## src/rtl/ifu_fetch_ctrl.sv

```systemverilog
// Instruction-fetch sequencer: one outstanding imem request, a single-entry decode buffer, redirect kill.
// Optional performance counters are compiled in with `define IFU_PERF_CNT_EN.
module ifu_fetch_ctrl #(
   parameter int             DW       = 64,
   parameter int             IW       = 32,
   parameter logic [DW-1:0]  RESET_PC = DW'(64'h8000_0000)
) (
   input  logic           clk,
   input  logic           rstn,
   input  logic           fetch_en,
   input  logic           redir_valid,
   input  logic [DW-1:0]  redir_pc,
   output logic           req_valid,
   input  logic           req_ready,
   output logic [DW-1:0]  req_addr,
   input  logic           rsp_valid,
   input  logic [IW-1:0]  rsp_data,
   input  logic           rsp_err,
   output logic           inst_valid,
   input  logic           inst_ready,
   output logic [IW-1:0]  inst,
   output logic [DW-1:0]  inst_pc,
`ifdef IFU_PERF_CNT_EN
   output logic [63:0]    perf_fetch_cnt,
   output logic [63:0]    perf_kill_cnt,
`endif
   output logic           inst_err
);

   localparam logic [1:0] S_IDLE = 2'd0;
   localparam logic [1:0] S_REQ  = 2'd1;
   localparam logic [1:0] S_WAIT = 2'd2;
   localparam logic [1:0] S_HOLD = 2'd3;

   logic [1:0]    state, state_nxt;
   logic [DW-1:0] fetch_pc, pc_nxt;
   logic          kill, kill_nxt;
   logic          capture, release_buf, discard_rsp;

   assign req_valid = (state == S_REQ);
   assign req_addr  = fetch_pc;

   always_comb begin
      state_nxt   = state;
      kill_nxt    = kill;
      pc_nxt      = fetch_pc;
      capture     = 1'b0;
      release_buf = 1'b0;
      discard_rsp = 1'b0;
      case (state)
         S_IDLE: if (fetch_en) state_nxt = S_REQ;
         S_REQ: begin
            if (req_ready) begin
               state_nxt = S_WAIT;
               kill_nxt  = redir_valid;
            end
         end
         S_WAIT: begin
            if (rsp_valid) begin
               // A redirect in the response cycle kills it directly, so kill never needs setting here.
               if (kill || redir_valid) begin
                  discard_rsp = 1'b1;
                  kill_nxt    = 1'b0;
                  state_nxt   = fetch_en ? S_REQ : S_IDLE;
               end else begin
                  capture   = 1'b1;
                  state_nxt = S_HOLD;
               end
            end else if (redir_valid) begin
               kill_nxt = 1'b1;
            end
         end
         S_HOLD: begin
            if (redir_valid || inst_ready) begin
               release_buf = 1'b1;
               state_nxt   = fetch_en ? S_REQ : S_IDLE;
               if (!redir_valid) pc_nxt = fetch_pc + DW'(4);
            end
         end
         default: state_nxt = S_IDLE;
      endcase
      if (redir_valid) pc_nxt = {redir_pc[DW-1:1], 1'b0};
   end

   always_ff @(posedge clk or negedge rstn) begin
      if (!rstn) begin
         state      <= S_IDLE;
         fetch_pc   <= RESET_PC;
         kill       <= 1'b0;
         inst_valid <= 1'b0;
         inst       <= '0;
         inst_pc    <= '0;
         inst_err   <= 1'b0;
      end else begin
         state    <= state_nxt;
         fetch_pc <= pc_nxt;
         kill     <= kill_nxt;
         if (capture) begin
            inst_valid <= 1'b1;
            inst       <= rsp_data;
            inst_pc    <= fetch_pc;
            inst_err   <= rsp_err;
         end else if (release_buf) begin
            inst_valid <= 1'b0;
         end
      end
   end

`ifdef IFU_PERF_CNT_EN
   function automatic logic [63:0] sat_inc(input logic [63:0] v);
      return (&v) ? v : v + 64'd1;
   endfunction

   logic kill_evt;
   // A buffer consumed by decode in the redirect cycle was delivered, not discarded.
   assign kill_evt = discard_rsp || (state == S_HOLD && redir_valid && !inst_ready);

   always_ff @(posedge clk or negedge rstn) begin
      if (!rstn) begin
         perf_fetch_cnt <= '0;
         perf_kill_cnt  <= '0;
      end else begin
         if (inst_valid && inst_ready) perf_fetch_cnt <= sat_inc(perf_fetch_cnt);
         if (kill_evt)                 perf_kill_cnt  <= sat_inc(perf_kill_cnt);
      end
   end
`endif

endmodule

```

## config.mk

```make
export PLATFORM = sky130hd
export DESIGN_NAME = ifu_fetch_ctrl
export DESIGN_NICKNAME = d
export VERILOG_FILES = /design/src/rtl/ifu_fetch_ctrl.sv
export SDC_FILE = /design/constraint.sdc
export NUM_CORES = 1
export LEC_CHECK = 0
export ABC_AREA = 1
export BUFFER_PORTS_ARGS = -buffer_cell sky130_fd_sc_hd__buf_2
export CORE_MARGIN = 4
export CORE_UTILIZATION = 25
export DETAILED_ROUTE_END_ITERATION = 7
export SLEW_MARGIN = 20
export SYNTH_ARGS = -nofsm -noshare
export SYNTH_HDL_FRONTEND = slang
export SYNTH_SLANG_ARGS = --single-unit
export TNS_END_PERCENT = 30
```

## constraint.sdc

```tcl
create_clock -name clk -period 3.75 [get_ports clk]
set_input_delay 0.1875 -clock clk [delete_from_list [all_inputs] [get_ports clk]]
set_output_delay 0.1875 -clock clk [all_outputs]
set_load 0.01 [all_outputs]
```

* Yosys cells after proc, flatten, opt, wreduce, memory -nomap -nowiden
Index checks and enable logic that the tools add are counted.
** Storage, ports and cells
- Register bits after elaboration :: 165
- Bits in latches :: 0
- Memory bits (writable) :: 0
- Memory bits (read-only) :: 0
- Input bits :: 104
- Output and inout bits :: 163
- Word-level logic and storage cells :: 49
- Memories :: 0
** Operators by class
- Add/subtract/negate cells :: 1
- $mul :: 0
- Divide/modulo/power cells :: 0
- $lt $le $gt $ge :: 0
- Equality and inequality tests :: 9
- Shift operators :: 0
- Muxes and demuxes :: 22
- Bitwise gates (word level) :: 0
- Reductions and logical operators :: 10
** Operators with widths (count)
- 64-bit two-way mux :: 3
- 64-bit by 3-bit adder with 64-bit output, second input constant :: 1
- 1-bit two-way mux :: 12
- 2-bit two-way mux :: 5
- 2-bit case mux with 4 select lines :: 1
- 4-bit AND reduction :: 2
- 2-bit nonzero test :: 4
- 2-bit inequality test, second input constant :: 3
- 3-bit inequality test, second input constant :: 2
- 2-bit == test, second input constant :: 2
- 2-bit by 1-bit == test with 1-bit output, second input constant :: 1
- 2-bit zero test :: 1
- 1-bit logical OR :: 2
- 2-bit by 1-bit inequality test with 1-bit output, second input constant :: 1
- 1-bit case mux with 2 select lines :: 1
- 2-bit AND reduction :: 1

* Longest topological paths before layout
- Depth in word-level cells :: 5
- Gate-level depth with buffers :: 12
- Gate-level depth less buffers :: 11

* Least setup slack after synthesis
OpenSTA, ideal clock, no wires.
- Path kind :: register -> register
- Start point :: register fetch_pc[3] (netlist: req_addr[3])
- End point :: register fetch_pc[42] (netlist: req_addr[42])
- Library setup time :: 124 ps
- Arrival :: 1514 ps
- Required time :: 3626 ps
- Path slack :: 2111 ps
- Stages on the path, launching flop included :: 11
- Buffers on the path :: 0
- Cells stage by stage :: dfrtp_1 -> ha_1 -> nand2_1 -> nor2_4 -> nand2_4 -> nor2_4 -> nand2_1 -> nor2_1 -> nand2_1 -> nand3_1 -> nand3_1
** Between the ends
- Longest elaborated chain between the ends :: 4
** RTL lines
- start: declaration :: RTL line 36 : logic [DW-1:0] fetch_pc, pc_nxt;
- start signal: assignment :: RTL line 96 : fetch_pc <= pc_nxt;
- 64-bit by 3-bit adder with 64-bit output :: RTL line 77 : if (!redir_valid) pc_nxt = fetch_pc + DW'(4);
- 64-bit two-way mux :: RTL line 74 : if (redir_valid || inst_ready) begin
- 64-bit two-way mux :: RTL line 50 : case (state)
- 64-bit two-way mux :: RTL line 82 : if (redir_valid) pc_nxt = {redir_pc[DW-1:1], 1'b0};
Every way passes these cells. The select of a mux whose other input is x is not followed.
A chain may end at the register's enable or synchronous reset.

* Worst setup path after layout
- Start point :: register state[0]
- End point :: register inst[20]
** Between the ends
- Longest elaborated chain between the ends :: 2
** RTL lines
- start: declaration :: RTL line 35 : logic [1:0] state, state_nxt;
- start signal: assignment :: RTL line 95 : state <= state_nxt;
- 2-bit == test :: RTL line 50
- 1-bit two-way mux :: RTL line 50
- end signal: assignment :: RTL line 100 : inst <= rsp_data;
- end: declaration :: RTL line 21 : output logic [IW-1:0] inst,
Every way passes these cells.

==> results summary <==
The routed wire length is 32270 um. After synthesis, the netlist uses 42 different library cells. The number of cell instances on the worst register-to-register path is 4. The repair_antennas step left the layout with diodes totalling 0.

The detailed-route vias per instance came out at around 4.5. For the worst setup path, the data required time is about 4100 ps. The count of buffers from port buffering came out at roughly 260. Yosys attributes the largest share of cell area to dfrtp_1 (47%), nand2_1 (14%), nor2_1 (6.1%). Buffers inserted to repair hold after CTS numbered 57. The worst hold path terminates at req_addr[4]. The Yosys warning count is 0.

The most frequently used cell type in the post-synthesis netlist is nand2_1. The total power consumption of the routed design came out at 7.667 mW. The number of maximum-capacitance violations came out at 0.

The arrival time of the worst setup path is 2540 ps. The floorplan row count came out at 67. The commonest cells after synthesis are nand2_1 (311), dfrtp_1 (162), nor2_1 (139).

The height of the die is 193.0 um. The slew at the pin with the worst max-slew slack came out at 817.1 ps. The net load switching power came out at 2.975 mW.

Summed over all cells, the static leakage comes to 5.647 nW. The DRC violation total after the first TritonRoute iteration came out at around 370. The peak supply drop came out at 0.3184 mV. The run finished with clean final reports.

The number of global-route vias before repair came out at 8076. The area of the mapped netlist is 0.008558 mm2. Of the total synthesized cell area, the portion taken by full adders, half adders and majority gates is 0.001462. The critical register-to-register path startpoint is state[0]. The share of synthesized flip-flops with an asynchronous set or reset is 1.000. For this run, the detailed router's first-pass iteration total came to 5. The congestion estimate from routability-driven global placement came to 0.8931. The die is 193.0 um wide. The register share of total power is 0.398. After floorplanning, the core was sized to cover 0.03362 mm2. The total internal power came out at roughly 4.7 mW. The remaining routing DRC violations is 0. The setup-violating endpoint count in the final report is 0.

Of the total synthesized cell area, the portion taken by AND, OR, NAND and NOR gates is 0.2727. The worst hold-check slack came out at 20.55 ps. By area, the combinational part of the netlist is dominated by simple AND/OR/NAND/NOR gates. The worst min-delay path startpoint is redir_pc[4]. The slack of the worst reg-to-reg path is 1530 ps. The level count of the clock H-tree came out at 4. The largest fanout on the critical path is between 60 and 70. Dividing the final minimum period by the clock period gives 0.5929. The placed cell area is approximately 0.010 mm2. The largest area contributor in the synthesized netlist is dfrtp_1. The count of final hold-check violations came out at 0. The worst hold path stage count is 3.

CTS placed an instance of clkbuf_16 at the clock tree root. Entering global routing, the biggest net connects 69 pins. The number of sinks handled by clock tree synthesis is 163. The post-synthesis area per instance is about 8.0 um2. The parity-gate share of the synthesized area counting xor and xnor cells came out at 0.01228. The share of total power dissipated in combinational logic is 0.357.

The instance count of the mapped netlist is 1072. The power density of the placed cells came out at 665.8 mW/mm2. From synthesis to final layout, the design area changed by 34.55%.

The number of max-slew violations in the final report was 0. Of the synthesized area, sequential elements account for 0.4768. The total number of vias came out at a little over 8000.

The synthesized design contains 0 enable-type register cells. The share of total power in the clock network came out at 0.245. The HPWL reported at the end of detailed placement is 24840 um. The multiplexer share of the synthesized area is 0.06184. Setup repair after global routing left no endpoint under its margin. The post-CTS repair timing setup buffer count came out at 0. The share of the synthesized area in the top cell type is 0.4737.

The count of placed standard cells in the final layout, fillers left out is 1842. The proportion of total power due to net switching came out at 0.3880. The total grt overflow came out at 0. The final routed wire length divided by cell count came out at 17.52 um. The highest clock rate is 0.4497 GHz.

The share of final-layout standard cells stronger than drive strength 1 came out at 0.2769. The total negative slack for setup checks came out at 0 ps. The clock slew at the register clock pins of the worst setup and hold paths came out at 60 ps. For this run, the post-layout net count is 1486. The final instance area came out at approximately 0.012 mm2. The number of placed instances, taps included, is 1753. The die covers 0.03726 mm2. In the global route stage, overall resource usage came out at 0.1715. The TritonCTS buffer count came out at 17.

The first-pass GRT wire length came out at 47930 um. The final worst clock skew came out at about 15 ps. The clock insertion delay at the later pin of the skew report is roughly 440 ps.

The initial antenna violation count is 2. The shortest clock period the worst path allows after layout came out at 2224 ps. The quantity of gates resized following cts came out at 0. The class of the worst hold path is input pin to flip-flop. The initial utilization of the core area, before any placement, comes to 0.2546. The number of I/O pins came out at 267. TritonCTS built the clock tree. The worst setup path is of the flip-flop to flip-flop kind. The number of filler instances in the final layout came out at 3588. The endpoint class of the critical path is a flip-flop.

The maximum buffer depth of the clock tree came out at 2. STA classifies the critical path startpoint as a flip-flop. The compound-cell area share of the yosys netlist came out at 0.1058. After synthesis the netlist holds a flip-flop and latch count of 163. The number of nets with antenna violations after routing came out at 0. The worst slew slack as a fraction of its limit came out at 0.4552. The endpoint of the worst-slack reg-to-reg timing path is inst[20]. Among all flip-flop cells after synthesis, the most frequent one is dfrtp_1.
power groups by stage:
stage | sequential (mW) | clock [mW] | combinational (mW)
after floorplan | 3.28 | 0 | 1.20
after global placement | 3.04 | 0 | 2.70
after detailed placement | 3.08 | 0 | 2.73
after CTS | 3.05 | 1.94 | 2.79
after global routing | 3.15 | 2.00 | 3.07
final | 3.05 | 1.88 | 2.74
stage by stage:
stage / setup WS (ps) / util
6_report: 1527 / 0.3425
4_1_cts: 1520 / 0.3425
3_3_place_gp: 1584 / 0.3071
5_1_grt: 1400 / 0.3425
2_1_floorplan: 2111 / -
3_5_place_dp: 1522 / 0.3071
how the worst max path moves through the flow:
stage	start	endpoint	slack, ps	cells after the start
detailed placement	state[0]	inst[20]	1520	4
global placement	state[0]	inst[16]	1580	4
CTS	state[0]	inst[1]	1520	4
floorplan	req_addr[3]	req_addr[42]	2110	10
finish	state[0]	inst[20]	1530	4
global route	state[0]	inst_pc[34]	1400	4
sequential cells by signal (all words and copies together) (netlist names):
name / count
inst_pc: 63
req_addr: 63
inst: 32
state: 2
inst_err: 1
inst_valid: 1
kill: 1
layout by cell type, fill, tap and decap left out, types with 25 or more instances in the layout:
cell type / count
o21ai_1: 25
buf_2: 262
o21ai_0: 81
nand2_1: 311
dlygate4sd3_1: 57
nor2_1: 138
dfrtp_1: 162
mux2_2: 43
inv_1: 86
nand3_1: 63
worst max-delay path, cell delays in order, from the launching register on:
cell     delay, ps
dfrtp_1        410
nor2_2         240
nand3_4        630
buf_4          470
mux2_2         290
per-layer routing:
| layer | vias to the layer above | wire length [um] | global-route usage |
|---|---|---|---|
| li1 | 4099 | - | - |
| met1 | 3931 | 14880 | 0.2337 |
| met2 | 214 | 14820 | 0.2707 |
| met3 | 26 | 2043 | 0.04645 |
| met4 | 4 | 505 | 0.04575 |
| met5 | - | 18 | 0 |
kinds of logic (layout without fill, tap and decap cells):
family / after synthesis / count (layout)
compound gates: 159 / 159
xor+xnor: 12 / 12
fa+ha+maj: 1 / 1
buf+inv: 133 / 454
flops: 163 / 163
mux: 47 / 47
other cells: 1 / 2
simple gates: 556 / 556
area by class of cell:
class,count,area (um2),area share
clock buffers,22,474.2,0.04118
repair buffers,330,1993,0.1731
flip-flops and latches,163,4080,0.3543
well taps,448,560.5,0.04868
clock inverters,10,147.6,0.01282
inverters,92,345.3,0.02999
multi-input cells,777,3914,0.3399
Note: power is estimated with default switching activity, not from simulation.
